### src/rtl/tod_event_sequencer.sv
// Time-of-day event sequencer: once per second emits the seconds marker on the PPS edge,
// then shifts out the next seconds value MSB first, sharing the code slot with a user requester.
module tod_event_sequencer #(
    parameter int         NOMINAL_CLK_RATE      = 125_000_000,
    parameter int         SECONDS_WIDTH         = 32,
    parameter logic [7:0] EVCODE_SHIFT_ZERO     = 8'h70,
    parameter logic [7:0] EVCODE_SHIFT_ONE      = 8'h71,
    parameter logic [7:0] EVCODE_SECONDS_MARKER = 8'h7D,
    parameter int         SHIFT_START_DELAY     = 1000,
    parameter int         SHIFT_SPACING         = 8,
    parameter int         STATUS_COUNTER_WIDTH  = 10
) (
    input  logic                            clk,
    input  logic                            rst_n,
    input  logic                            enable,
    input  logic                            pps,
    input  logic [SECONDS_WIDTH-1:0]        secondsSet,
    input  logic                            secondsSetStrobe,
    input  logic [7:0]                      userEvCode,
    input  logic                            userEvCodeValid,
    output logic                            userEvCodeReady,
    output logic [7:0]                      evCode,
    output logic                            evCodeValid,
    output logic [SECONDS_WIDTH-1:0]        seconds,
    output logic                            secondsValid,
    output logic                            ppsLost,
    output logic [STATUS_COUNTER_WIDTH-1:0] truncatedCounter,
    output logic [STATUS_COUNTER_WIDTH-1:0] reservedDropCounter
);

    localparam int WD_LIMIT = NOMINAL_CLK_RATE + NOMINAL_CLK_RATE / 50;
    localparam int WD_W     = $clog2(WD_LIMIT + 2);
    localparam int CNT_MAX  = (SHIFT_START_DELAY > SHIFT_SPACING) ? SHIFT_START_DELAY : SHIFT_SPACING;
    localparam int CNT_W    = $clog2(CNT_MAX + 1);
    localparam int BIT_W    = $clog2(SECONDS_WIDTH);

    // Delay load is two short: one cycle spent leaving the marker, one entering SHIFT with the slot due.
    localparam logic [CNT_W-1:0] DELAY_LOAD   = CNT_W'(SHIFT_START_DELAY - 2);
    localparam logic [CNT_W-1:0] SPACING_LOAD = CNT_W'(SHIFT_SPACING - 1);
    localparam logic [BIT_W-1:0] BITS_LOAD    = BIT_W'(SECONDS_WIDTH - 1);
    localparam logic [WD_W-1:0]  WD_LIMIT_V   = WD_W'(WD_LIMIT);
    localparam logic [WD_W-1:0]  WD_SAT       = WD_W'(WD_LIMIT + 1);

    typedef enum logic [1:0] {
        ST_IDLE,
        ST_DELAY,
        ST_SHIFT,
        ST_DONE
    } state_t;

    state_t                          state_q, state_d;
    logic [CNT_W-1:0]                cnt_q, cnt_d;
    logic [BIT_W-1:0]                bits_q, bits_d;
    logic [SECONDS_WIDTH-1:0]        secs_next_q, secs_next_d;
    logic                            pend_q, pend_d;
    logic [SECONDS_WIDTH-1:0]        pend_val_q, pend_val_d;
    logic                            pps_prev_q;
    logic [SECONDS_WIDTH-1:0]        seconds_q, seconds_d;
    logic                            secs_valid_q, secs_valid_d;
    logic [7:0]                      evcode_q, evcode_d;
    logic                            evcode_valid_q, evcode_valid_d;
    logic                            pps_lost_q, pps_lost_d;
    logic [STATUS_COUNTER_WIDTH-1:0] trunc_q, trunc_d;
    logic [STATUS_COUNTER_WIDTH-1:0] drop_q, drop_d;
    logic [WD_W-1:0]                 wd_cnt_q, wd_cnt_d;

    logic pps_edge, marker, slot_due, user_fire, user_rsvd, wd_expire;

    always_comb begin
        pps_edge        = pps && !pps_prev_q;
        marker          = enable && pps_edge;
        slot_due        = enable && (state_q == ST_SHIFT) && (cnt_q == '0);
        userEvCodeReady = !marker && !slot_due;
        user_fire       = userEvCodeValid && userEvCodeReady;
        user_rsvd       = (userEvCode == EVCODE_SHIFT_ZERO) || (userEvCode == EVCODE_SHIFT_ONE) ||
                          (userEvCode == EVCODE_SECONDS_MARKER);
        wd_expire       = (wd_cnt_q > WD_LIMIT_V) && !pps_edge;

        state_d        = state_q;
        cnt_d          = cnt_q;
        bits_d         = bits_q;
        secs_next_d    = secs_next_q;
        pend_d         = pend_q;
        pend_val_d     = pend_val_q;
        seconds_d      = seconds_q;
        secs_valid_d   = secs_valid_q;
        evcode_d       = evcode_q;
        evcode_valid_d = 1'b0;
        pps_lost_d     = pps_lost_q;
        trunc_d        = trunc_q;
        drop_d         = drop_q;
        wd_cnt_d       = wd_cnt_q;

        case (state_q)
            ST_DELAY: begin
                if (cnt_q != '0) cnt_d = cnt_q - 1'b1;
                else             state_d = ST_SHIFT;
            end
            ST_SHIFT: begin
                if (cnt_q != '0) begin
                    cnt_d = cnt_q - 1'b1;
                end else begin
                    cnt_d = SPACING_LOAD;
                    if (bits_q == '0) state_d = ST_DONE;
                    else              bits_d  = bits_q - 1'b1;
                end
            end
            default: ;
        endcase

        if (marker) begin
            evcode_d       = EVCODE_SECONDS_MARKER;
            evcode_valid_d = 1'b1;
            if (state_q == ST_DONE) begin
                seconds_d    = secs_next_q;
                secs_valid_d = 1'b1;
            end else begin
                secs_valid_d = 1'b0;
            end
            if (((state_q == ST_DELAY) || (state_q == ST_SHIFT)) && (trunc_q != '1))
                trunc_d = trunc_q + 1'b1;
            secs_next_d = pend_q ? pend_val_q : secs_next_q + 1'b1;
            pend_d      = 1'b0;
            state_d     = ST_DELAY;
            cnt_d       = DELAY_LOAD;
            bits_d      = BITS_LOAD;
        end else if (slot_due) begin
            evcode_d       = secs_next_q[bits_q] ? EVCODE_SHIFT_ONE : EVCODE_SHIFT_ZERO;
            evcode_valid_d = 1'b1;
        end else if (user_fire) begin
            if (user_rsvd) begin
                if (drop_q != '1) drop_d = drop_q + 1'b1;
            end else begin
                evcode_d       = userEvCode;
                evcode_valid_d = 1'b1;
            end
        end

        // A strobe coinciding with a marker is kept for the following marker.
        if (secondsSetStrobe) begin
            pend_d     = 1'b1;
            pend_val_d = secondsSet;
        end

        if (!enable) begin
            state_d      = ST_IDLE;
            secs_valid_d = 1'b0;
        end

        if (pps_edge) begin
            wd_cnt_d   = WD_W'(1);
            pps_lost_d = 1'b0;
        end else if (wd_cnt_q != WD_SAT) begin
            wd_cnt_d = wd_cnt_q + 1'b1;
        end

        // Dropping out of DONE makes the recovery marker report secondsValid=0.
        if (wd_expire) begin
            pps_lost_d   = 1'b1;
            secs_valid_d = 1'b0;
            state_d      = ST_IDLE;
        end
    end

    always_ff @(posedge clk or negedge rst_n) begin
        if (!rst_n) begin
            state_q        <= ST_IDLE;
            cnt_q          <= '0;
            bits_q         <= '0;
            secs_next_q    <= '0;
            pend_q         <= 1'b0;
            pend_val_q     <= '0;
            pps_prev_q     <= 1'b0;
            seconds_q      <= '0;
            secs_valid_q   <= 1'b0;
            evcode_q       <= '0;
            evcode_valid_q <= 1'b0;
            pps_lost_q     <= 1'b0;
            trunc_q        <= '0;
            drop_q         <= '0;
            wd_cnt_q       <= '0;
        end else begin
            state_q        <= state_d;
            cnt_q          <= cnt_d;
            bits_q         <= bits_d;
            secs_next_q    <= secs_next_d;
            pend_q         <= pend_d;
            pend_val_q     <= pend_val_d;
            pps_prev_q     <= pps;
            seconds_q      <= seconds_d;
            secs_valid_q   <= secs_valid_d;
            evcode_q       <= evcode_d;
            evcode_valid_q <= evcode_valid_d;
            pps_lost_q     <= pps_lost_d;
            trunc_q        <= trunc_d;
            drop_q         <= drop_d;
            wd_cnt_q       <= wd_cnt_d;
        end
    end

    assign evCode              = evcode_q;
    assign evCodeValid         = evcode_valid_q;
    assign seconds             = seconds_q;
    assign secondsValid        = secs_valid_q;
    assign ppsLost             = pps_lost_q;
    assign truncatedCounter    = trunc_q;
    assign reservedDropCounter = drop_q;

endmodule

### config.mk
export PLATFORM = sky130hd
export DESIGN_NAME = tod_event_sequencer
export DESIGN_NICKNAME = d
export VERILOG_FILES = /design/src/rtl/tod_event_sequencer.sv
export SDC_FILE = /design/constraint.sdc
export NUM_CORES = 1
export LEC_CHECK = 0
export ABC_CLOCK_PERIOD_IN_PS = 2700
export BUFFER_PORTS_ARGS = -buffer_cell sky130_fd_sc_hd__buf_2
export CORE_ASPECT_RATIO = 0.6
export CORE_MARGIN = 4
export CORE_UTILIZATION = 50
export DETAILED_ROUTE_END_ITERATION = 7
export PLACE_DENSITY = 0.7
export SLEW_MARGIN = 10
export SYNTH_ARGS = -nofsm -noshare
export SYNTH_HDL_FRONTEND = slang
export SYNTH_SLANG_ARGS = --single-unit
### constraint.sdc
create_clock -name clk -period 2.7 [get_ports clk]
set_input_delay 0 -clock clk [delete_from_list [all_inputs] [get_ports clk]]
set_output_delay 0 -clock clk [all_outputs]
set_load 0.05 [all_outputs]
Word-level counts from Yosys, hierarchy flattened
Index checks and enable logic that the tools add are counted.
W data, S select, Z words.
- bitwise operators: 2
- equality and inequality tests: 18
- reduce and logical (&&, ||, !) cells: 31
- muxes and demuxes: 37
- order comparisons: 2
- $add $sub $neg: 6
- operators by type and width (cell ; count):
    $mux W27 ; 2
    $add A32 B1 Y32 const B ; 1
    $mux W32 ; 1
    $mux W8 ; 4
    $mux W10 ; 3
    $add A27 B1 Y27 const B ; 1
    $gt A27 B27 Y1 const B ; 1
    $ne A27 B27 Y1 const B ; 1
    $eq A8 B7 Y1 const B ; 3
    $add A10 B1 Y10 const B ; 2
    $mux W5 ; 4
    $ne A10 B10 Y1 const B ; 2
    $pmux W10 S2 ; 1
    $ne A5 B5 Y1 const B ; 3
    $mux W1 ; 14
    $mux W2 ; 6
    $logic_not A10 Y1 ; 1
    $reduce_bool A10 Y1 ; 1
    $sub A10 B1 Y10 const B ; 1
    $logic_and A1 B1 Y1 ; 8
    $reduce_and A2 Y1 ; 4
    $reduce_bool A2 Y1 ; 4
    $lt A5 B6 Y1 const B ; 1
    $ne A3 B3 Y1 const B ; 2
    16 further kinds ; 25
- logic and storage cells: 111
- bits in registers: 173
- output and inout port bits: 64

Longest topological paths before layout
Gate-level depths: netlist of run 1.
- word-level depth: 9
- mapped depth: 10
- depth with buffers taken out: 9

Least setup slack after synthesis of run 1
Ideal clock, no wire load.
- path kind: register to register
- start: reg state_q[0]
- end: reg drop_q[9] (netlist: reservedDropCounter[9])
- cell stages (with the launch flop): 11
- path slack: 363 ps
- arrival: 2255 ps
- path buffers: 1
- setup time: 82 ps
- path through: dfrtp_1 -> inv_1 -> ha_1 -> clkbuf_1 -> and2_1 -> and2_1 -> or2_1 -> inv_2 -> nand4_4 -> nor4_1 -> xor2_1
- longest elaborated chain between the ends: 7
- elaborated cells between the ends (all ways): 8
- classes of those cells: eq/ne (1); bitwise (1); reduce/logical (6)
- RTL lines (element ; line ; source):
    from (decl) ; 51 ; state_t state_q, state_d;
    from (signal assigned) ; 183 ; state_q <= state_d;
    $eq A2 B2 Y1 ; 72 ; slot_due = enable && (state_q == ST_SHIFT) && (cnt_q == '0);
    $logic_and A1 B1 Y1 (2 in a row) ; 72 ;
    $logic_not A1 Y1 ; 73 ; userEvCodeReady = !marker && !slot_due;
    $logic_and A1 B1 Y1 ; 73 ;
    via userEvCodeReady ; 21 ; output logic userEvCodeReady,
    $logic_and A1 B1 Y1 ; 74 ; user_fire = userEvCodeValid && userEvCodeReady;
    $reduce_and A5 Y1 (no line) ; -- ;
    to (signal assigned) ; 196 ; drop_q <= drop_d;
    to (decl) ; 64 ; logic [STATUS_COUNTER_WIDTH-1:0] drop_q, drop_d;
The timed path passes the listed nets, and every way through them passes these cells.
A chain may end at the register's enable or synchronous reset.

Final worst setup path of run 1
- start: reg secs_next_q[7]
- end: reg secs_next_q[27]
- longest elaborated chain between the ends: 2
- RTL lines (element ; line ; source):
    from (decl) ; 54 ; logic [SECONDS_WIDTH-1:0] secs_next_q, secs_next_d;
    from (signal assigned) ; 186 ; secs_next_q <= secs_next_d;
    $add A32 B1 Y32 ; 122 ; secs_next_d = pend_q ? pend_val_q : secs_next_q + 1'b1;
    $mux W32 ; 122 ;
Every way passes these cells.

==> results of run 1 <==
flip-flops by register name, summed over array words and instances (netlist names):
| name | cells |
|---|---|
| pend_val_q | 32 |
| seconds | 32 |
| secs_next_q | 32 |
| wd_cnt_q | 27 |
| cnt_q | 10 |
| reservedDropCounter | 10 |
| truncatedCounter | 10 |
| evCode | 8 |
| bits_q | 5 |
| state_q | 2 |
| evCodeValid | 1 |
| pend_q | 1 |
| ppsLost | 1 |
| pps_prev_q | 1 |
| secondsValid | 1 |
area by class of cell:
class / instances / area (um2)
fillers: 1350 / 6060
flip-flops and latches: 173 / 4330
multi-input cells: 564 / 4000
repair buffers: 176 / 1190
clock buffers: 18 / 439
well taps: 228 / 285
clock inverters: 14 / 146
inverters: 21 / 78.8
repair_timing:
item / CTS / global route
setup buffers: 0 / 0
endpoints found under the setup margin: 0 / 0
hold buffers: 45 / 0
endpoints found under the hold margin: 110 / 0
resized for setup: 0 / 0
routing by layer:
layer  up-vias  global-route usage (%)
li1       3241                       -
met1      3368                    36.8
met2       267                    31.9
met3        26                    5.64
met4         0                    6.18
met5         -                       0
worst paths after layout:
kind | start | endpoint | slack (ps) | cells past startpoint
worst max-delay path | secs_next_q[7] | secs_next_q[27] | 200 | 5
min in group clk | secondsSetStrobe | pend_val_q[19] | 200 | 3
worst min register to register | seconds[18] | seconds[18] | 480 | 2
worst max register to register | secs_next_q[7] | secs_next_q[27] | 200 | 5
worst min-delay path | rst_n | pend_val_q[1] | 130 | 2
max in group asynchronous | rst_n | reservedDropCounter[1] | 1810 | 3
kinds of logic (layout without fill, tap and decap cells):
kind of cell / after synthesis / in the layout
AOI/OAI and AO/OA: 140 / 140
xor gates and xnor gates: 46 / 46
adders and majority gates: 13 / 13
buffers and inverters: 71 / 229
DFF: 173 / 173
muxes: 88 / 88
and+or+nand+nor: 277 / 277
report_power, final:
group          leakage, nW  switching, W  internal, W
sequential            2.17      0.000330      0.00283
combinational         2.37      0.000573     0.000437
clock                0.288       0.00113      0.00134
cell usage after synthesis, types with 5 or more instances:
| cell | n |
|---|---|
| mux2_2 | 62 |
| mux2i_1 | 19 |
| nor2_1 | 53 |
| nor4_1 | 20 |
| a31oi_1 | 5 |
| nor3_1 | 18 |
| and3_1 | 15 |
| and4_1 | 6 |
| buf_1 | 7 |
| clkbuf_1 | 32 |
| dfrtp_1 | 173 |
| nand3_1 | 31 |
| or4_1 | 10 |
| nand2_1 | 68 |
| inv_1 | 19 |
| nand4_1 | 18 |
| a21oi_1 | 37 |
| mux4_2 | 6 |
| o22ai_1 | 6 |
| xnor2_1 | 23 |
| xor2_1 | 23 |
| o21ai_0 | 39 |
| ha_1 | 13 |
| o211ai_1 | 6 |
| buf_2 | 10 |
metrics by stage:
stage / utilization [%] / power, W / cells / setup WS, ps / instance area (um2)
after global routing: 63.3 / 0.00696 / 1194 / 76.3 / 10500
after global placement: 57.1 / 0.00412 / 1117 / 333 / 9430
after floorplan: - / 0.00379 / 808 / 363 / 8610
final: 63.3 / 0.00664 / 1194 / 197 / 10500
after detailed placement: 57.1 / 0.00415 / 1117 / 260 / 9430
after CTS: 63.3 / 0.00668 / 1194 / 234 / 10500
cell usage in the layout, fill, tap and decap left out, types with 6 or more instances in the layout:
cell type / count
dfrtp_1: 172
buf_2: 108
nand2_1: 68
mux2_2: 62
nor2_1: 53
dlygate4sd3_1: 45
o21ai_0: 39
a21oi_1: 37
nand3_1: 31
xnor2_1: 23
xor2_1: 23
nor4_1: 20
buf_4: 20
inv_1: 19
mux2i_1: 19
nand4_1: 18
nor3_1: 18
clkbuf_16: 17
and3_1: 15
ha_1: 13
or4_1: 10
and4_1: 6
o211ai_1: 6
o22ai_1: 6
mux4_2: 6
inv_6: 6
==> metrics.cfg, run 1 <==
[detailed_routing]
first_iter_violations = 699
drt_pass1_iterations = 5
drc = 0
wl_um = 21500
dr.max_layer_used = met4
avgRoutedWirePerCell_um = 18.0
wl_met2_um = 8690
drt-met1-wl_um = 10700
num_vias = 6902
antenna_left = 0
vias_per_cell = 5.78
wl_met3_um = 1800

[sta]
max_slew_margin_pct = 42.8
min_period_ps = 2500
finalClockSkew_ps = 10.6
rsz0062_at_grt = false
worst_pin_slew_ps = 859
final_hold_viol_count = 0
max_freq_mhz = 399
fin_crit_sh_pct = 92.7
maxSlewViolCount = 0
timing.hold.ws_ps = 129
setup_tns_ps = 0
setup_viol = 0

[power]
peakVddDrop_uv = 548
p_leak_nw = 4.83
power.density_mw_per_mm2 = 634

[grt]
gr-usage-all-layers_pct = 23.3
grt_max_degree = 67
antenna_found_initial = 0
grt_pass1_vias = 6697
overflow = 0
grt_pass1_wl_um = 35800

[floorplanning]
initial_utilization_pct = 52.1
die_h_um = 110
placement_rows = 36
dieWidth_um = 177
coreArea_mm2 = 0.0165
ios = 110
fp.dieArea_mm2 = 0.0194

[logic_synthesis]
synth_top_cell_by_area = dfrtp_1
synth_top_family_by_area = simple AND/OR/NAND/NOR gates
post-synth-top-area-fraction_pct = 50.3
synthFlopType = dfrtp_1
netlist_instances = 808
synth_warnings = 0
synthSimpleGateAreaFrac_pct = 17.2
synth_compound_area_share_pct = 10.5
synth_xor_area_share_pct = 4.68
syn-num-nets = 867
yosysSeqAreaShare_pct = 50.3
synth.area.mux_share_pct = 12.2
synth_seq_cells = 173
async_flop_share_pct = 100
synth_cell_types = 73
syn_area_per_cell_um2 = 10.7
synth-edff-count = 0
syn_area_mm2 = 0.00861
synth_area_leaders = dfrtp_1 (50%), mux2_2 (8.1%), nand2_1 (3.0%)
synthAdderAreaFrac_pct = 1.89

[setup_path]
max_stage_delay_ps = 720
slowest_stage = or4_1
crit_type = flop to flop
crit_chain = and3_1 -> nand3_4 -> or4_1 -> or4_1 -> o311a_1
cp.arrival_ps = 2810
cp.required_ps = 3010
worstPathMaxFanout = 14
start_kind = flop
crit_buf_inv = 0
cp_common_cell = or4_1
critPathTopFamily = simple AND/OR/NAND/NOR gates
endpoint_kind = flop

[clock_tree]
clock-sinks = 173
clock_path_buffers = 2
clk_pin_slew_ps = 70
h-tree-depth = 4
cts_buffers = 17
root_buffer = clkbuf_16
clock_latency_ps = 420
tritoncts = done

[cells_and_area]
nets = 1012
diodes = 0
drive_gt1_share_pct = 25.6
area_delta_synth_final_pct = 21.6

[min_path]
hold_path.class = primary input to asynchronous set/reset pin

[job]
cap_violations = 0

[outcome]
status = finished clean

[placed_design]
hpwl_um = 14500
place_congestion = 0.865
portBuffers = 109

(Power assumes the default switching activity.)
==> run 2, diff against run 1 <==
Settings changed: CORE_UTILIZATION 50 to 35, PLACE_DENSITY 0.7 to 0.52.
==> run 2 against run 1 <==
Compared with the run above: clock skew up 1.0 ps; critical path depth up 1; routed wire length up 5.5%; largest cell class unchanged; final cell count up 8.2%; total power up 1.8%; non-clock buffer count up 5; first-iteration DRC count down 42%; critical path type unchanged; design area up 1.7%; utilization down 19 points.
==> metrics.cfg, run 2 (synthesis results as in run 1) <==
[placed_design]
hpwl_um = 16100
portBuffers = 109
place_congestion = 0.820
dpl_cell_area_mm2 = 0.00959

[power]
p_leak_nw = 4.86
swShare_pct = 28.7
power_frac_comb_pct = 14.8
p_clk_share_pct = 38.2
peakVddDrop_uv = 524
switching_power_w = 0.00194
p_int_w = 0.00482
power.density_mw_per_mm2 = 635
power_frac_seq_pct = 47.0

[clock_tree]
clock_path_buffers = 2
clk_pin_slew_ps = 60
cts_buffers = 17
h-tree-depth = 4
clock-sinks = 173
root_buffer = clkbuf_16
postCtsSetupBuffers = 0
tritoncts = done
clock_latency_ps = 430

[outcome]
status = finished clean

[setup_path]
max_stage_delay_ps = 690
crit_chain = mux4_2 -> nand2_1 -> nand2_1 -> a2111oi_0 -> buf_4 -> o221ai_1
cp.required_ps = 2980
slowest_stage = dfrtp_1
start_kind = flop
crit_type = flop to flop
worstPathMaxFanout = 10
crit_buf_inv = 1
cp.arrival_ps = 2740
critPathTopFamily = flip-flops
cp_common_cell = nand2_1
endpoint_kind = flop

[cells_and_area]
drive_gt1_share_pct = 26.0
fin_area_mm2 = 0.0106
diodes = 0
final_common_cell = dfrtp_1
area_delta_synth_final_pct = 23.7
nets = 1017
final_cell_mix = dfrtp_1 (172), buf_2 (108), nand2_1 (67)

[sta]
max_freq_mhz = 406
setup_tns_ps = 0
min_period_ps = 2460
max_slew_margin_pct = 46.1
fin_crit_sh_pct = 91.1
rsz0062_at_grt = false
final_hold_viol_count = 0
setup_viol = 0
worst_pin_slew_ps = 808
maxSlewViolCount = 0
finalClockSkew_ps = 11.6

[detailed_routing]
first_iter_violations = 406
antenna_left = 0
avgRoutedWirePerCell_um = 17.5
wl_um = 22600
drt_pass1_iterations = 4
num_vias = 6697
drc = 0
vias_per_cell = 5.18

[floorplanning]
die_h_um = 129
ios = 110
placement_rows = 44
dieWidth_um = 210
initial_utilization_pct = 35.6
fp.dieArea_mm2 = 0.0272
coreArea_mm2 = 0.0242

[min_path]
hold_path.class = primary input to flop

[job]
cap_violations = 0

[grt]
overflow = 0
grt_pass1_wl_um = 37300
gr-usage-all-layers_pct = 17.2
grt_max_degree = 64
antenna_found_initial = 0
grt_pass1_vias = 6449

## run 2: repair_timing
item                      CTS  global route
resized for setup           0             0
hold buffers               44             0
hold endpoints to repair  110             0
## run 2: path summary, 6_finish.rpt
path / startpoint / to / slack [ps] / cells after the start
worst max-delay path: bits_q[0] / evCode[0] / 240 / 6
worst min-delay path: userEvCode[0] / evCode[0] / 50 / 3
worst max register to register: bits_q[0] / evCode[0] / 240 / 6
worst min register to register: seconds[30] / seconds[30] / 490 / 2
max in group asynchronous: rst_n / seconds[20] / 1740 / 3
min in group asynchronous: rst_n / seconds[8] / 90 / 2
## run 2: power groups by stage
| stage | combinational, W | clock (W) | sequential (W) |
|---|---|---|---|
| floorplan | 0.000578 | 0 | 0.00321 |
| global placement | 0.000955 | 0 | 0.00321 |
| detailed placement | 0.000954 | 0 | 0.00321 |
| CTS | 0.00101 | 0.00266 | 0.00317 |
| global route | 0.00113 | 0.00278 | 0.00322 |
| finish | 0.00100 | 0.00258 | 0.00318 |
## run 2: worst register-to-register path: stages, from the launching register on
cell and delay (ps):
dfrtp_1 690, mux4_2 600, nand2_1 90, nand2_1 80, a2111oi_0 550, buf_4 200
o221ai_1 110
## run 2: stage by stage
| step | utilization [%] | hold slack (ps) | std cells | power, W | setup slack (ps) |
|---|---|---|---|---|---|
| floorplan | - | -296 | 808 | 0.00379 | 363 |
| global placement | 39.7 | -10.4 | 1217 | 0.00416 | 303 |
| detailed placement | 39.7 | -9.76 | 1217 | 0.00417 | 228 |
| CTS | 44.1 | 44.1 | 1292 | 0.00683 | 201 |
| global route | 44.1 | 80.7 | 1292 | 0.00712 | 167 |
| finish | 44.1 | 54.1 | 1292 | 0.00676 | 240 |
## run 2: layout make-up
type | count | area [um2]
Tap cell | 322 | 403
Timing Repair Buffer | 181 | 1210
Multi-Input combinational cell | 564 | 4000
Inverter | 21 | 78.8
Fill cell | 2314 | 13500
Clock buffer | 22 | 484
Clock inverter | 9 | 135
Sequential cell | 173 | 4330
## run 2: layer usage
layer / track usage [%] / vias up / wire length (um)
li1: - / 3248 / -
met1: 28.7 / 3211 / 12500
met2: 21.4 / 223 / 8190
met3: 5.15 / 15 / 1830
met4: 3.43 / 0 / 170
met5: 0 / - / 0
==> run 3, diff against run 2 <==
--- a/config.mk
+++ b/config.mk
@@ -9,8 +9,8 @@
 export BUFFER_PORTS_ARGS = -buffer_cell sky130_fd_sc_hd__buf_2
 export CORE_ASPECT_RATIO = 0.6
-export CORE_MARGIN = 4
+export CORE_MARGIN = 5
 export CORE_UTILIZATION = 35
 export DETAILED_ROUTE_END_ITERATION = 7
-export PLACE_DENSITY = 0.52
+export PLACE_DENSITY = 0.59
 export SLEW_MARGIN = 10
 export SYNTH_ARGS = -nofsm -noshare
==> constraint.sdc (replaced) <==
create_clock -name clk -period 2.7 [get_ports clk]
set_input_delay 0.405 -clock clk [delete_from_list [all_inputs] [get_ports clk]]
set_output_delay 0.405 -clock clk [all_outputs]
set_load 0.05 [all_outputs]
==> run 3 against run 2 <==
Compared with the run above: non-clock buffer count fell by 42; clock power barely moved; critical path type unchanged; total power fell by 0.90%; sequential power barely moved; maximum frequency fell by 2.5%; utilization fell by 1.7 points; worst setup slack got worse by 62 ps; worst hold slack improved by 100 ps; largest cell class unchanged; design area fell by 3.9%.
==> metrics.cfg, run 3 (synthesis results as in run 1) <==
[outcome]
status = finished clean

[setup_path]
reg2reg_depth = 5
worstPathMaxFanout = 9
endpoint_kind = flop
cp.required_ps = 2970
ff2ff_setup_slack_ps = 180
crit_buf_inv = 1
slowest_stage = dfrtp_1
crit_type = flop to flop
critPathTopFamily = flip-flops
timing.rr.end = evCode[0]
crit_start = bits_q[0]
max_stage_delay_ps = 680
reg2reg_from = bits_q[0]
start_kind = flop
crit_chain = mux4_1 -> nor3b_1 -> a2111oi_0 -> buf_4 -> o221ai_1
cp.arrival_ps = 2800

[clock_tree]
tritoncts = done
root_buffer = clkbuf_16
clock_latency_ps = 430
clock_path_buffers = 2
clk_pin_slew_ps = 70
cts_resized = 0
cts_buffers = 17
h-tree-depth = 4
postCtsSetupBuffers = 0
clock-sinks = 173

[floorplanning]
dieWidth_um = 212
initial_utilization_pct = 35.6
ios = 110
placement_rows = 44
coreArea_mm2 = 0.0242
die_h_um = 131
fp.dieArea_mm2 = 0.0279

[grt]
gr-usage-all-layers_pct = 16.1
grt.met2_usage_pct = 19.8
grt_pass1_vias = 6368
use_met1_pct = 27.4
antenna_found_initial = 1
top_usage_layer = met1
grt_max_degree = 54
use_met3_pct = 4.31
grt_pass1_wl_um = 36200
overflow = 0

[detailed_routing]
drc = 0
vias_per_cell = 5.32
wl_um = 22200
antenna_left = 0
drt_pass1_iterations = 5
avgRoutedWirePerCell_um = 17.8
num_vias = 6658
first_iter_violations = 575

[sta]
worst_pin_slew_ps = 842
fin_crit_sh_pct = 93.4
setup_tns_ps = 0
final_hold_viol_count = 0
setup_viol = 0
maxSlewViolCount = 0
rsz0062_at_grt = false
fin_ws_ps = 178
finalClockSkew_ps = 7.76
max_slew_margin_pct = 43.9
max_freq_mhz = 396
min_period_ps = 2520
timing.hold.ws_ps = 154

[min_path]
hp-start = pps
hold_path.class = primary input to flop
hold_end = pps_prev_q
hold_path_depth = 1

[placed_design]
place_congestion = 0.831
dp_cells = 1218
place_ws_ps = 173
hpwl_um = 16100
portBuffers = 109

[cells_and_area]
drive_gt1_share_pct = 27.1
final_cell_mix = dfrtp_1 (172), buf_2 (108), nand2_1 (68)
diodes = 0
nets = 975
final_common_cell = dfrtp_1
area_delta_synth_final_pct = 18.8
final_cells = 1251

[job]
cap_violations = 0

[power]
power.density_mw_per_mm2 = 655
p_leak_nw = 4.69
peakVddDrop_uv = 494
power_w = 0.00670

## run 3: what timing repair did
| action | 4_1_cts | 5_1_grt |
|---|---|---|
| hold buffers | 1 | 0 |
| hold endpoints to repair | 49 | 0 |
| endpoints found under the setup margin | 0 | 0 |
## run 3: through the flow
step,utilization (%),instance area (um2)
detailed placement,39.7,9600
CTS,42.3,10200
finish,42.3,10200
global route,42.3,10200
floorplan,-,8610
global placement,39.7,9600
## run 3: final cells by class
| class | instances | area [um2] |
|---|---|---|
| sequential | 173 | 4330 |
| fill | 2315 | 13900 |
| tap | 322 | 403 |
| inverter | 21 | 78.8 |
| timing repair buffer | 139 | 805 |
| clock inverter | 10 | 138 |
| multi-input combinational | 564 | 4000 |
| clock buffer | 22 | 474 |
## run 3: routing by layer
layer | vias to the layer above | wire [um]
met5 | - | 17
met4 | 2 | 178
met3 | 15 | 1820
met2 | 230 | 8240
met1 | 3237 | 12000
li1 | 3174 | -
## run 3: worst max-delay path by stage
stage                                   endpoint  depth (start not counted)
final                                  evCode[0]                          5
after floorplan           reservedDropCounter[9]                         10
after detailed placement               evCode[0]                          5
after CTS                              evCode[0]                          5
after global routing                   evCode[0]                          5
after global placement                 evCode[0]                          5
## run 3: power breakdown
group	internal (W)	switching (W)	leakage (nW)
Clock	0.00153	0.00102	0.296
Sequential	0.00283	0.000324	2.17
Combinational	0.000405	0.000583	2.23
Total	0.00477	0.00193	4.69
